===== config.mk =====
export PLATFORM = sky130hd
export DESIGN_NAME = mc_controller
export DESIGN_NICKNAME = d
export VERILOG_FILES = /design/src/rtl/mc_controller.sv
export SDC_FILE = /design/constraint.sdc
export NUM_CORES = 1
export LEC_CHECK = 0
export CAP_MARGIN = 0
export CORE_MARGIN = 5
export CORE_UTILIZATION = 41
export DETAILED_ROUTE_END_ITERATION = 12
export PLACE_DENSITY = 0.87
export SLEW_MARGIN = 20
export SYNTH_ARGS = -nofsm -noshare
export SYNTH_HDL_FRONTEND = slang
export SYNTH_SLANG_ARGS = --single-unit

===== constraint.sdc =====
create_clock -name Clock -period 4.25 [get_ports Clock]
set_clock_uncertainty 0.1 [all_clocks]
set_input_delay 0.85 -clock Clock [delete_from_list [all_inputs] [get_ports Clock]]
set_output_delay 0.85 -clock Clock [all_outputs]
set_load 0.01 [all_outputs]

===== src/rtl/mc_controller.sv =====
// Multicycle ARM-subset control unit: instruction-sequencing FSM, condition check,
// ALU command decode and the architectural {N,Z,C,V} flag register.
module mc_controller (
    input  logic       Clock,
    input  logic       Reset,
    input  logic [3:0] Cond,
    input  logic [1:0] Op,
    input  logic [5:0] Funct,
    input  logic [3:0] Rd,
    input  logic [3:0] ALUFlags,
    output logic       PCWrite,
    output logic       IRWrite,
    output logic       RegWrite,
    output logic       MemWrite,
    output logic       AdrSrc,
    output logic       ALUSrcA,
    output logic [1:0] ALUSrcB,
    output logic [1:0] ResultSrc,
    output logic [1:0] ImmSrc,
    output logic [1:0] RegSrc,
    output logic [2:0] ALUControl,
    output logic [3:0] FlagReg,
    output logic [3:0] State
);

    localparam logic [3:0] S_FETCH  = 4'd0;
    localparam logic [3:0] S_DECODE = 4'd1;
    localparam logic [3:0] S_MEMADR = 4'd2;
    localparam logic [3:0] S_MEMRD  = 4'd3;
    localparam logic [3:0] S_MEMWB  = 4'd4;
    localparam logic [3:0] S_MEMWR  = 4'd5;
    localparam logic [3:0] S_EXECR  = 4'd6;
    localparam logic [3:0] S_EXECI  = 4'd7;
    localparam logic [3:0] S_ALUWB  = 4'd8;
    localparam logic [3:0] S_BRANCH = 4'd9;

    logic [3:0] state_q, state_d;
    logic [3:0] flags_q, flags_d;
    logic [3:0] cmd;
    logic       is_cmp;
    logic       cond_ex;
    logic       n_f, z_f, c_f, v_f;
    logic       pc_we, ir_we, reg_we, mem_we;

    assign cmd    = Funct[4:1];
    assign is_cmp = (cmd == 4'b1010);
    assign {n_f, z_f, c_f, v_f} = flags_q;

    always_comb begin
        cond_ex = 1'b0;
        case (Cond)
            4'b0000: cond_ex = z_f;
            4'b0001: cond_ex = !z_f;
            4'b0010: cond_ex = c_f;
            4'b0011: cond_ex = !c_f;
            4'b0100: cond_ex = n_f;
            4'b0101: cond_ex = !n_f;
            4'b0110: cond_ex = v_f;
            4'b0111: cond_ex = !v_f;
            4'b1000: cond_ex = c_f & !z_f;
            4'b1001: cond_ex = !c_f | z_f;
            4'b1010: cond_ex = (n_f == v_f);
            4'b1011: cond_ex = (n_f != v_f);
            4'b1100: cond_ex = !z_f & (n_f == v_f);
            4'b1101: cond_ex = z_f | (n_f != v_f);
            4'b1110: cond_ex = 1'b1;
            default: cond_ex = 1'b0;
        endcase
    end

    // Flags are captured at the close of an execute state for S-suffixed ops and CMP.
    always_comb begin
        flags_d = flags_q;
        if ((state_q == S_EXECR || state_q == S_EXECI) && (Funct[0] || is_cmp))
            flags_d = ALUFlags;
    end

    always_ff @(posedge Clock) begin
        if (!Reset) begin
            state_q <= S_FETCH;
            flags_q <= 4'b0000;
        end else begin
            state_q <= state_d;
            flags_q <= flags_d;
        end
    end

    always_comb begin
        state_d = S_FETCH;
        case (state_q)
            S_FETCH:  state_d = S_DECODE;
            S_DECODE: begin
                if (!cond_ex || Op == 2'b11) state_d = S_FETCH;
                else if (Op == 2'b01)        state_d = S_MEMADR;
                else if (Op == 2'b10)        state_d = S_BRANCH;
                else if (Funct[5])           state_d = S_EXECI;
                else                         state_d = S_EXECR;
            end
            S_MEMADR: state_d = Funct[0] ? S_MEMRD : S_MEMWR;
            S_MEMRD:  state_d = S_MEMWB;
            S_EXECR:  state_d = S_ALUWB;
            S_EXECI:  state_d = S_ALUWB;
            default:  state_d = S_FETCH;
        endcase
    end

    always_comb begin
        pc_we      = 1'b0;
        ir_we      = 1'b0;
        reg_we     = 1'b0;
        mem_we     = 1'b0;
        AdrSrc     = 1'b0;
        ALUSrcA    = 1'b0;
        ALUSrcB    = 2'b00;
        ResultSrc  = 2'b00;
        ALUControl = 3'b000;
        case (state_q)
            S_FETCH: begin
                ir_we     = 1'b1;
                pc_we     = 1'b1;
                ALUSrcA   = 1'b1;
                ALUSrcB   = 2'b10;
                ResultSrc = 2'b10;
            end
            S_DECODE: begin
                ALUSrcA   = 1'b1;
                ALUSrcB   = 2'b10;
                ResultSrc = 2'b10;
            end
            S_MEMADR: ALUSrcB = 2'b01;
            S_MEMRD:  AdrSrc  = 1'b1;
            S_MEMWB: begin
                ResultSrc = 2'b01;
                reg_we    = 1'b1;
                pc_we     = (Rd == 4'hF);
            end
            S_MEMWR: begin
                AdrSrc = 1'b1;
                mem_we = 1'b1;
            end
            S_EXECR, S_EXECI: begin
                ALUSrcB = (state_q == S_EXECI) ? 2'b01 : 2'b00;
                case (cmd)
                    4'b0100: ALUControl = 3'b000;
                    4'b0010: ALUControl = 3'b001;
                    4'b1010: ALUControl = 3'b001;
                    4'b0000: ALUControl = 3'b010;
                    4'b1100: ALUControl = 3'b011;
                    default: ALUControl = 3'b000;
                endcase
            end
            S_ALUWB: begin
                reg_we = !is_cmp;
                pc_we  = !is_cmp && (Rd == 4'hF);
            end
            S_BRANCH: begin
                ALUSrcB   = 2'b01;
                ResultSrc = 2'b10;
                pc_we     = 1'b1;
            end
            default: ;
        endcase
    end

    // Immediate/register-source selects follow the instruction class, not the state.
    always_comb begin
        case (Op)
            2'b01:   ImmSrc = 2'b01;
            2'b10:   ImmSrc = 2'b10;
            default: ImmSrc = 2'b00;
        endcase
        RegSrc = {(Op == 2'b01) && !Funct[0], (Op == 2'b10)};
    end

    assign PCWrite  = pc_we  & Reset;
    assign IRWrite  = ir_we  & Reset;
    assign RegWrite = reg_we & Reset;
    assign MemWrite = mem_we & Reset;
    assign FlagReg  = flags_q;
    assign State    = state_q;

endmodule

==> results of run 1 <==
==> final timing paths <==
check	endpoint	depth (start not counted)
max reg2reg	State[0]	5
min reg2reg	State[0]	1
min	State[0]	1
max	PCWrite	7
==> layout make-up <==
class | instances | area [sq um]
fill | 166 | 661.9
inverter | 8 | 30.03
multi-input combinational | 81 | 615.6
tap | 27 | 33.78
clock buffer | 3 | 22.52
timing repair buffer | 46 | 457.9
sequential | 8 | 160.2
==> stage by stage <==
| step | worst slack, ns | instances |
|---|---|---|
| after global placement | 0.5355 | 170 |
| after CTS | 0.4451 | 173 |
| after floorplan | 1.543 | 107 |
| after global routing | 0.2934 | 173 |
| after detailed placement | 0.4530 | 170 |
| final | 0.4253 | 173 |
==> flip-flops by register name, indices dropped and copies added, names as in the netlist <==
| signal | cells |
|---|---|
| State | 4 |
| FlagReg | 4 |
==> power groups by stage <==
stage	registers (mW)	clock network [mW]	logic, mW
after floorplan	0.0818	0	0.0492
after global placement	0.0860	0	0.0920
after detailed placement	0.0860	0	0.0935
after CTS	0.0844	0.0619	0.0942
after global routing	0.0852	0.0663	0.101
final	0.0846	0.0581	0.0938
==> per-layer routing <==
metal,wire length [um],GRT usage,part of all wire,vias up
met5,0,0,0,-
met3,274,0.07657,0.11,4
met1,1082,0.1761,0.43,458
met2,1120,0.2652,0.45,51
li1,-,-,-,482
met4,26,0.05208,0.010,0
==> critical path, cell delays in order <==
cell             delay (ns)
clkdlybuf4s50_1        0.50
nor4bb_1               0.52
nor2_1                 0.10
nor2_1                 0.10
o32ai_1                0.09
a31o_2                 0.25
clkdlybuf4s50_1        0.47
==> cells in the final DEF, fill, tap and decap left out, types with 2 or more instances in the layout <==
cell type / n
a211oi_1: 2
a21oi_1: 2
clkbuf_4: 3
clkdlybuf4s50_1: 45
dfxtp_1: 8
ha_1: 4
inv_1: 7
mux2i_1: 5
nand2_1: 3
nand2b_1: 3
nand3b_1: 2
nor2_1: 6
nor2b_1: 7
nor3_1: 7
nor4bb_1: 3
o21ai_0: 2
o21ai_1: 2
o32ai_1: 2
or4b_1: 2
xnor2_1: 2
xor2_1: 2
==> cells by family after synthesis <==
family                     after synthesis  share of synthesized area
other                                    1                   0.004363
and+or+nand+nor                         43                     0.3246
xor gates and xnor gates                 4                    0.04076
AOI/OAI and AO/OA                       23                     0.2169
buffers and inverters                   18                    0.09751
adders and majority gates                4                    0.05823
muxes                                    6                    0.07133
DFF                                      8                     0.1863
==> metrics.csv, run 1 <==
stage,metric,value,unit
floorplan,die_w,55.79,um
placed_design,port_buffers,45,
synthesis,yosysMostFrequentCell,dfxtp_1,
finish,nets,174,
worst_hold_path,hp-class,reg -> reg,
routing,via_count,995,
routing,drt_first_pass_iters,4,
synthesis,async_reset_ff_frac,0,
global_route,first_global_vias,956,
sta,worstMarginPinSlew,0.5960,ns
synthesis,synth_fp_nets,133,
power_and_ir_drop,p_switching,71.09,uW
routing,vias_per_cell,5.751,
routing,ant_nets,0,
sta,holdWs,0.4556,ns
synthesis,seq_area_frac_synth,0.1863,
placed_design,finalWeightedCongestion,0.8484,
sta,tns,0,ns
cts,clk_latency,0.25,ns
floorplan,die-area,0.003112,sq mm
cts,post-cts-setup-buffers,0,
setup_path,cp_data_arrival_time,2.87,ns
synthesis,syn_area,859.6,sq um
sta,period_share,0.8999,
synthesis,synth_common_cells,"8 x dfxtp_1, 7 x inv_1, 7 x nor2b_1, 7 x nor3_1, 6 x nor2_1",
power_and_ir_drop,ir_worst_vdd,0.1215,mV
synthesis,synthDistinctLibCells,50,
synthesis,synth_top_area_frac,0.1863,
floorplan,core_area,0.001982,sq mm
cts,cts_max_path_buffers,2,
floorplan,ios,47,
finish,antenna_cells,0,
sta,slew_headroom,0.5924,
job,drv_cap,0,
power_and_ir_drop,p_comb_frac,0.397,
setup_path,crit_required,3.30,ns
setup_path,worstSetupStartpointType,input pin,
routing,wl_per_cell,14.47,um
cts,cts_buffers,3,
global_route,grt_pass1_wl,4064,um
synthesis,syn_inst,107,
floorplan,row_count,16,
synthesis,synth_area_leaders,"dfxtp_1 19%, ha_1 5.8%, mux2i_1 5.8%",
worst_hold_path,min_from,State[0],
setup_path,timing.rr.start,State[2],
synthesis,ys_warn_count,0,
global_route,grt_usage,0.1590,
placed_design,dpl.hpwl,1966,um
finish,fin_area,0.001320,sq mm
power_and_ir_drop,total_power,236.5,uW
cts,tritoncts,done,
sta,rsz0062_at_grt,false,
finish,drive_gt1_frac,0.08219,
setup_path,endpoint_kind,output port,
cts,ctsHtreeMaxLevel,1,
power_and_ir_drop,swShare,0.3006,
setup_path,path_class,in -> out,
cts,postCtsHoldBufs,0,
global_route,grt_antenna_before_repair,0,
power_and_ir_drop,p_leak,0.5041,nW
power_and_ir_drop,clockPowerShare,0.246,
placed_design,place_area,0.001297,sq mm
cts,post_cts_resized,0,
routing,drtIter0Drc,17,
global_route,grt_overflow,0,
finish,areaGrowthSynthToFinish,53.57,%
cts,cts_root_buf,clkbuf_4,
routing,wl,2504,um
power_and_ir_drop,p_int,165.4,uW
sta,setup_viol_count_final,0,
synthesis,synth_edf_count,0,
sta,final-max-slew-violation-count,0,
setup_path,crit_path_start,Funct[4],
sta,min_period,3.825,ns
routing,drc_errors,0,
finish,fin_util,0.6660,
setup_path,r2r_slack,2.10,ns
cts,cts_sinks,8,
power_and_ir_drop,powerDensity,179.2,mW/mm^2
synthesis,syn_avg_cell_area,8.033,sq um
synthesis,synthFlopType,dfxtp_1,
status,outcome,completed,
synthesis,yosys.area.top_type,dfxtp_1,
floorplan,start_util,0.4337,
global_route,grt_max_degree,13,
setup_path,worstPathMaxFanout,3,
synthesis,ys_ff_latch,8,
power_and_ir_drop,seq_power_share,0.358,
sta,hold_violations,0,
sta,timing.fmax,261.5,MHz
cts,clk_pin_slew_worst_paths,0.06,ns
floorplan,die-height,55.79,um
(Power assumes the default switching activity.)
==> run 2: changes to the inputs <==
==> constraint.sdc (replaced) <==
create_clock -name Clock -period 4.25 [get_ports Clock]
set_clock_uncertainty 0.1 [all_clocks]
set_input_delay 0.85 -clock Clock [delete_from_list [all_inputs] [get_ports Clock]]
set_output_delay 0.85 -clock Clock [all_outputs]
set_load 0.1 [all_outputs]
==> run 2 against run 1 <==
Core utilization fell by 0.44 points. Worst setup slack better by 0.17 ns. Critical endpoint unchanged. Clock-buffer cell count unchanged. Sequential power is 1% higher. Worst hold slack better by 0.024 ns.
==> metrics.csv, run 2 (synthesized netlist as in run 1, its figures left out) <==
stage,metric,value,unit,change
routing,ant_nets,0,,unchanged
routing,wl,2425,um,was 2504 um
power_and_ir_drop,powerDensity,241.9,mW/mm^2,was 179.2 mW/mm^2
routing,vias_per_cell,5.645,,was 5.751
floorplan,die_w,55.79,um,unchanged
setup_path,worstPathMaxFanout,3,,unchanged
setup_path,endpoint_kind,output port,,unchanged
sta,timing.fmax,273.8,MHz,was 261.5 MHz
cts,cts_sinks,8,,unchanged
sta,final-max-slew-violation-count,0,,unchanged
cts,postCtsHoldBufs,0,,unchanged
finish,nets,173,,was 174
floorplan,die-area,0.003112,sq mm,unchanged
sta,setup_viol_count_final,0,,unchanged
sta,slew_headroom,0.3515,,was 0.5924
power_and_ir_drop,ir_worst_vdd,0.1801,mV,was 0.1215 mV
global_route,grt_usage,0.1573,,was 0.1590
finish,antenna_cells,0,,unchanged
worst_hold_path,min_from,State[0],,unchanged
cts,ctsHtreeMaxLevel,1,,unchanged
setup_path,crit_required,3.30,ns,about the same
placed_design,finalWeightedCongestion,0.8976,,was 0.8484
floorplan,die-height,55.79,um,unchanged
sta,tns,0,ns,unchanged
setup_path,worstSetupStartpointType,input pin,,unchanged
status,outcome,completed,,unchanged
finish,drive_gt1_frac,0.2069,,was 0.08219
cts,clk_pin_slew_worst_paths,0.05,ns,was 0.06 ns
routing,drc_errors,0,,unchanged
global_route,first_global_vias,909,,was 956
finish,fin_area,0.001311,sq mm,was 0.001320 sq mm
setup_path,crit_path_start,Funct[4],,unchanged
placed_design,dpl.hpwl,1999,um,was 1966 um
global_route,grt_antenna_before_repair,0,,unchanged
finish,fin_util,0.6616,,was 0.6660
setup_path,timing.rr.start,State[2],,unchanged
floorplan,start_util,0.4337,,unchanged
routing,drt_first_pass_iters,4,,unchanged
setup_path,slowest_stage,nor4bb_1,,unchanged
sta,period_share,0.8593,,was 0.8999
cts,cts_max_path_buffers,2,,unchanged
worst_hold_path,hp-class,reg -> reg,,unchanged
floorplan,ios,47,,unchanged
cts,cts_buffers,3,,unchanged
setup_path,cp_data_arrival_time,2.70,ns,was 2.87 ns
finish,most-common-layout-cells,"32 x clkdlybuf4s50_1, 13 x buf_4, 8 x dfxtp_1",,"was 45 x clkdlybuf4s50_1, 8 x dfxtp_1, 7 x inv_1, 7 x nor2b_1, 7 x nor3_1"
power_and_ir_drop,p_leak,0.5290,nW,was 0.5041 nW
job,drv_cap,0,,unchanged
setup_path,cp_cell_sequence,clkdlybuf4s50_1 -> nor4bb_1 -> nor2_1 -> nor2_1 -> o32ai_1 -> a31o_2 -> buf_4,,was clkdlybuf4s50_1 -> nor4bb_1 -> nor2_1 -> nor2_1 -> o32ai_1 -> a31o_2 -> clkdlybuf4s50_1
global_route,grt_overflow,0,,unchanged
placed_design,port_buffers,45,,unchanged
routing,drtIter0Drc,18,,was 17
sta,rsz0062_at_grt,false,,unchanged
cts,post-cts-setup-buffers,0,,unchanged
cts,cts_root_buf,clkbuf_4,,unchanged
global_route,grt_pass1_wl,4057,um,was 4064 um
routing,wl_per_cell,14.10,um,was 14.47 um
sta,worstMarginPinSlew,0.9698,ns,was 0.5960 ns
cts,post_cts_resized,0,,unchanged
placed_design,dp_cells,169,,was 170
cts,clk_latency,0.25,ns,about the same
finish,stdcell_count,172,,was 173
setup_path,cp_common_cell,nor2_1,,
sta,min_period,3.652,ns,was 3.825 ns
sta,hold_violations,0,,unchanged
setup_path,max_stage_delay,0.54,ns,was 0.52 ns
floorplan,core_area,0.001982,sq mm,unchanged
finish,mostFrequentLayoutCell,clkdlybuf4s50_1,,unchanged
placed_design,place_area,0.001289,sq mm,was 0.001297 sq mm
floorplan,row_count,16,,unchanged
cts,tritoncts,done,,unchanged
finish,areaGrowthSynthToFinish,52.55,%,was 53.57%
sta,holdWs,0.4792,ns,was 0.4556 ns
routing,via_count,971,,was 995
setup_path,path_class,in -> out,,unchanged
global_route,grt_max_degree,13,,unchanged
-- run 2: cell count changes in the layout (fill, tap and decap cells not counted), sizes merged --
| cell | delta |
|---|---|
| clkdlybuf4s50 | -13 |
| buf | +12 |
-- run 2: power breakdown --
| part | leakage, nW | internal, mW | switching (mW) |
|---|---|---|---|
| Sequential | 0.0649 | 0.0777 | 0.00790 |
| Combinational | 0.450 | 0.0531 | 0.123 |
| Clock | 0.0138 | 0.0321 | 0.0232 |
-- run 2: cell type report --
cell class              instances  area, sq um
multi-input cells              81        646.9
repair buffers                 45        417.9
well taps                      27        33.78
fillers                       158        670.6
clock buffers                   3        22.52
inverters                       8        30.03
flip-flops and latches          8        160.2
-- run 2: layer usage --
metal	track usage	part of all wire
met1	0.1669	0.39
met2	0.2821	0.51
met3	0.06265	0.096
met4	0.04861	0.0058
met5	0	0
-- run 2: worst paths after layout --
kind / endpoint / slack [ns] / cells after the start
max: PCWrite / 0.60 / 7
min: State[0] / 0.48 / 1
max reg2reg: State[0] / 2.06 / 5
min reg2reg: State[0] / 0.48 / 1
-- run 2: metrics by stage --
| stage | worst slack (ns) | total power [mW] |
|---|---|---|
| global route | 0.4998 | 0.3322 |
| global placement | 0.7487 | 0.2611 |
| finish | 0.5979 | 0.3172 |
| floorplan | 0.06150 | 0.2179 |
| detailed placement | 0.6447 | 0.2635 |
| CTS | 0.6330 | 0.3221 |
-- run 2: worst max-delay path, delay by kind of cell --
kind                   cells  cell delay (ns)
and+or+nand+nor            3             0.77
AOI/OAI and AO/OA          2             0.35
buffers and inverters      2             0.74
==> run 3: changes to the inputs <==
--- a/config.mk
+++ b/config.mk
@@ -7,9 +7,9 @@
 export LEC_CHECK = 0
 export CAP_MARGIN = 0
 export CORE_MARGIN = 5
-export CORE_UTILIZATION = 41
+export CORE_UTILIZATION = 35
 export DETAILED_ROUTE_END_ITERATION = 12
-export PLACE_DENSITY = 0.87
+export PLACE_DENSITY = 0.79
 export SLEW_MARGIN = 20
 export SYNTH_ARGS = -nofsm -noshare
 export SYNTH_HDL_FRONTEND = slang
==> constraint.sdc (replaced) <==
create_clock -name Clock -period 2.96 [get_ports Clock]
set_clock_uncertainty 0.1 [all_clocks]
set_input_delay 0.592 -clock Clock [delete_from_list [all_inputs] [get_ports Clock]]
set_output_delay 0.592 -clock Clock [all_outputs]
set_load 0.1 [all_outputs]
==> run 3 against run 2 <==
Worst setup slack lost 0.43 ns. Clock-buffer cell count rose by 1. Die area grew 14%. Largest cell class unchanged. Largest power group unchanged.
==> metrics.csv, run 3 (synthesized netlist as in run 1, its figures left out) <==
stage,metric,value,unit,change
setup_path,path_class,in -> out,,unchanged
finish,areaGrowthSynthToFinish,79.04,%,was 52.55%
placed_design,dpl.hpwl,2072,um,was 1999 um
global_route,grt_overflow,0,,unchanged
setup_path,cp_data_arrival_time,2.10,ns,was 2.70 ns
routing,via_count,970,,was 971
setup_path,max_stage_delay,0.51,ns,was 0.54 ns
worst_hold_path,hold_depth,1,,unchanged
cts,cts_buffers,3,,unchanged
placed_design,dp_cells,176,,was 169
finish,drive_gt1_frac,0.3600,,was 0.2069
cts,clk_latency,0.25,ns,about the same
routing,vias_per_cell,5.389,,was 5.645
routing,top_layer,met4,,unchanged
worst_hold_path,min_from,State[0],,unchanged
status,outcome,completed,,unchanged
routing,wl_met1,989,um,was 939 um
finish,fin_util,0.6386,,was 0.6616
sta,rsz0062_at_grt,false,,unchanged
cts,cts_max_path_buffers,2,,unchanged
floorplan,die-height,59.56,um,was 55.79 um
floorplan,die_w,59.56,um,was 55.79 um
routing,drc_errors,0,,unchanged
global_route,first_global_vias,984,,was 909
worst_hold_path,min_to,State[0],,unchanged
setup_path,slowest_stage,clkdlybuf4s50_1,,was nor4bb_1
finish,nets,177,,was 173
finish,mostFrequentLayoutCell,clkdlybuf4s50_1,,unchanged
floorplan,start_util,0.3567,,was 0.4337
sta,period_share,0.9442,,
cts,cts_root_buf,clkbuf_4,,unchanged
setup_path,cp_top_family,buffers and inverters,,was simple AND/OR/NAND/NOR gates
cts,tritoncts,done,,unchanged
sta,worstMarginPinSlew,0.6047,ns,was 0.9698 ns
sta,final-max-slew-violation-count,0,,unchanged
setup_path,cp_cell_sequence,clkdlybuf4s50_1 -> nor4bb_4 -> nor2_1 -> nor2_1 -> o32ai_1 -> a31o_4 -> buf_12,,was clkdlybuf4s50_1 -> nor4bb_1 -> nor2_1 -> nor2_1 -> o32ai_1 -> a31o_2 -> buf_4
setup_path,worstSetupStartpointType,input pin,,unchanged
sta,tns,0,ns,unchanged
sta,min_period,2.795,ns,
worst_hold_path,hp-class,reg -> reg,,unchanged
cts,post-cts-setup-buffers,0,,unchanged
power_and_ir_drop,p_leak,0.6264,nW,was 0.5290 nW
cts,clk_pin_slew_worst_paths,0.06,ns,was 0.05 ns
floorplan,die-area,0.003547,sq mm,was 0.003112 sq mm
setup_path,reg2regPathDepth,5,,unchanged
cts,ctsHtreeMaxLevel,1,,unchanged
routing,met3_length,281,um,was 234 um
global_route,grt_antenna_before_repair,0,,unchanged
sta,setup_viol_count_final,0,,unchanged
sta,holdWs,0.4389,ns,was 0.4792 ns
global_route,grt_max_degree,13,,unchanged
routing,wl_per_cell,14.11,um,was 14.10 um
power_and_ir_drop,total_power,499.9,uW,was 317.2 uW
global_route,grt_usage,0.1550,,was 0.1573
sta,slew_headroom,0.5864,,was 0.3515
setup_path,worstPathMaxFanout,3,,unchanged
routing,wl,2540,um,was 2425 um
setup_path,timing.rr.start,State[2],,unchanged
finish,fillers,199,,was 158
routing,wl_met2,1249,um,was 1236 um
setup_path,cp_common_cell,nor2_1,,unchanged
finish,stdcell_count,180,,was 172
setup_path,crit_required,2.27,ns,was 3.30 ns
cts,postCtsHoldBufs,0,,unchanged
cts,cts_sinks,8,,unchanged
floorplan,ios,47,,unchanged
setup_path,critical_path_buf_inv_count,2,,unchanged
global_route,grt_pass1_wl,4353,um,was 4057 um
routing,drtIter0Drc,32,,was 18
finish,most-common-layout-cells,"21 x clkdlybuf4s50_1, 18 x buf_4, 10 x buf_12",,"was 32 x clkdlybuf4s50_1, 13 x buf_4, 8 x dfxtp_1"
placed_design,port_buffers,45,,unchanged
floorplan,core_area,0.002410,sq mm,was 0.001982 sq mm
finish,antenna_cells,0,,unchanged
power_and_ir_drop,ir_worst_vdd,0.2568,mV,was 0.1801 mV
job,drv_cap,0,,unchanged
placed_design,finalWeightedCongestion,0.8418,,was 0.8976
floorplan,row_count,18,,was 16
setup_path,reg2reg_to,State[0],,unchanged
setup_path,endpoint_kind,output port,,unchanged
sta,hold_violations,0,,unchanged
routing,drt_first_pass_iters,4,,unchanged
setup_path,r2r_slack,0.81,ns,was 2.06 ns
power_and_ir_drop,powerDensity,324.9,mW/mm^2,was 241.9 mW/mm^2
sta,timing.fmax,357.8,MHz,
routing,ant_nets,0,,unchanged
[run 3: cell count changes in the layout (fill, tap and decap cells not counted), moves of 2 or more]
cell / change
nor3_4: +3
dfxtp_4: +2
nor3_1: -2
dfxtp_2: +2
buf_12: +10
clkdlybuf4s50_1: -11
buf_4: +5
dfxtp_1: -4
[run 3: per-layer routing]
| metal | track usage | vias to the layer above |
|---|---|---|
| met5 | 0 | - |
| met4 | 0.05063 | 0 |
| met3 | 0.06972 | 2 |
| met2 | 0.2590 | 37 |
| met1 | 0.1749 | 443 |
| li1 | - | 488 |
[run 3: worst max path at each step]
stage              from      endpoint  slack (ns)  depth (start not counted)
2_1_floorplan  State[0]  ResultSrc[1]       -0.33                          3
3_3_place_gp   Funct[4]       PCWrite        0.12                          7
3_5_place_dp    Cond[2]      State[3]        0.07                          6
4_1_cts        Funct[4]       PCWrite        0.10                          7
5_1_grt        Funct[4]       PCWrite        0.02                          7
6_report       Funct[4]       PCWrite        0.17                          7
[run 3: metrics by stage]
| stage | instance area (sq um) | worst slack (ns) |
|---|---|---|
| finish | 1539 | 0.1653 |
| global route | 1539 | 0.01967 |
| CTS | 1524 | 0.1006 |
| detailed placement | 1498 | 0.06519 |
| global placement | 1498 | 0.1179 |
| floorplan | 970.9 | -0.3254 |
[run 3: power breakdown]
| group | internal, mW | switching (mW) | total [mW] | leakage, nW |
|---|---|---|---|---|
| registers | 0.111 | 0.0133 | 0.124 | 0.0671 |
| logic | 0.100 | 0.188 | 0.288 | 0.544 |
| clock network | 0.0515 | 0.0358 | 0.0872 | 0.0150 |
| total | 0.262 | 0.237 | 0.500 | 0.626 |
[run 3: final cells by class]
type / instances / area (sq um) / area share
Multi-Input combinational cell: 81 / 729.5 / 0.4740
Tap cell: 30 / 37.54 / 0.02439
Sequential cell: 8 / 170.2 / 0.1106
Inverter: 8 / 30.03 / 0.01951
Clock buffer: 4 / 26.28 / 0.01707
Timing Repair Buffer: 49 / 545.5 / 0.3545
[run 3: repair_timing]
item	4_1_cts	5_1_grt
gates resized for setup	0	2
endpoints found under the setup margin	0	1
endpoints found under the hold margin	0	0
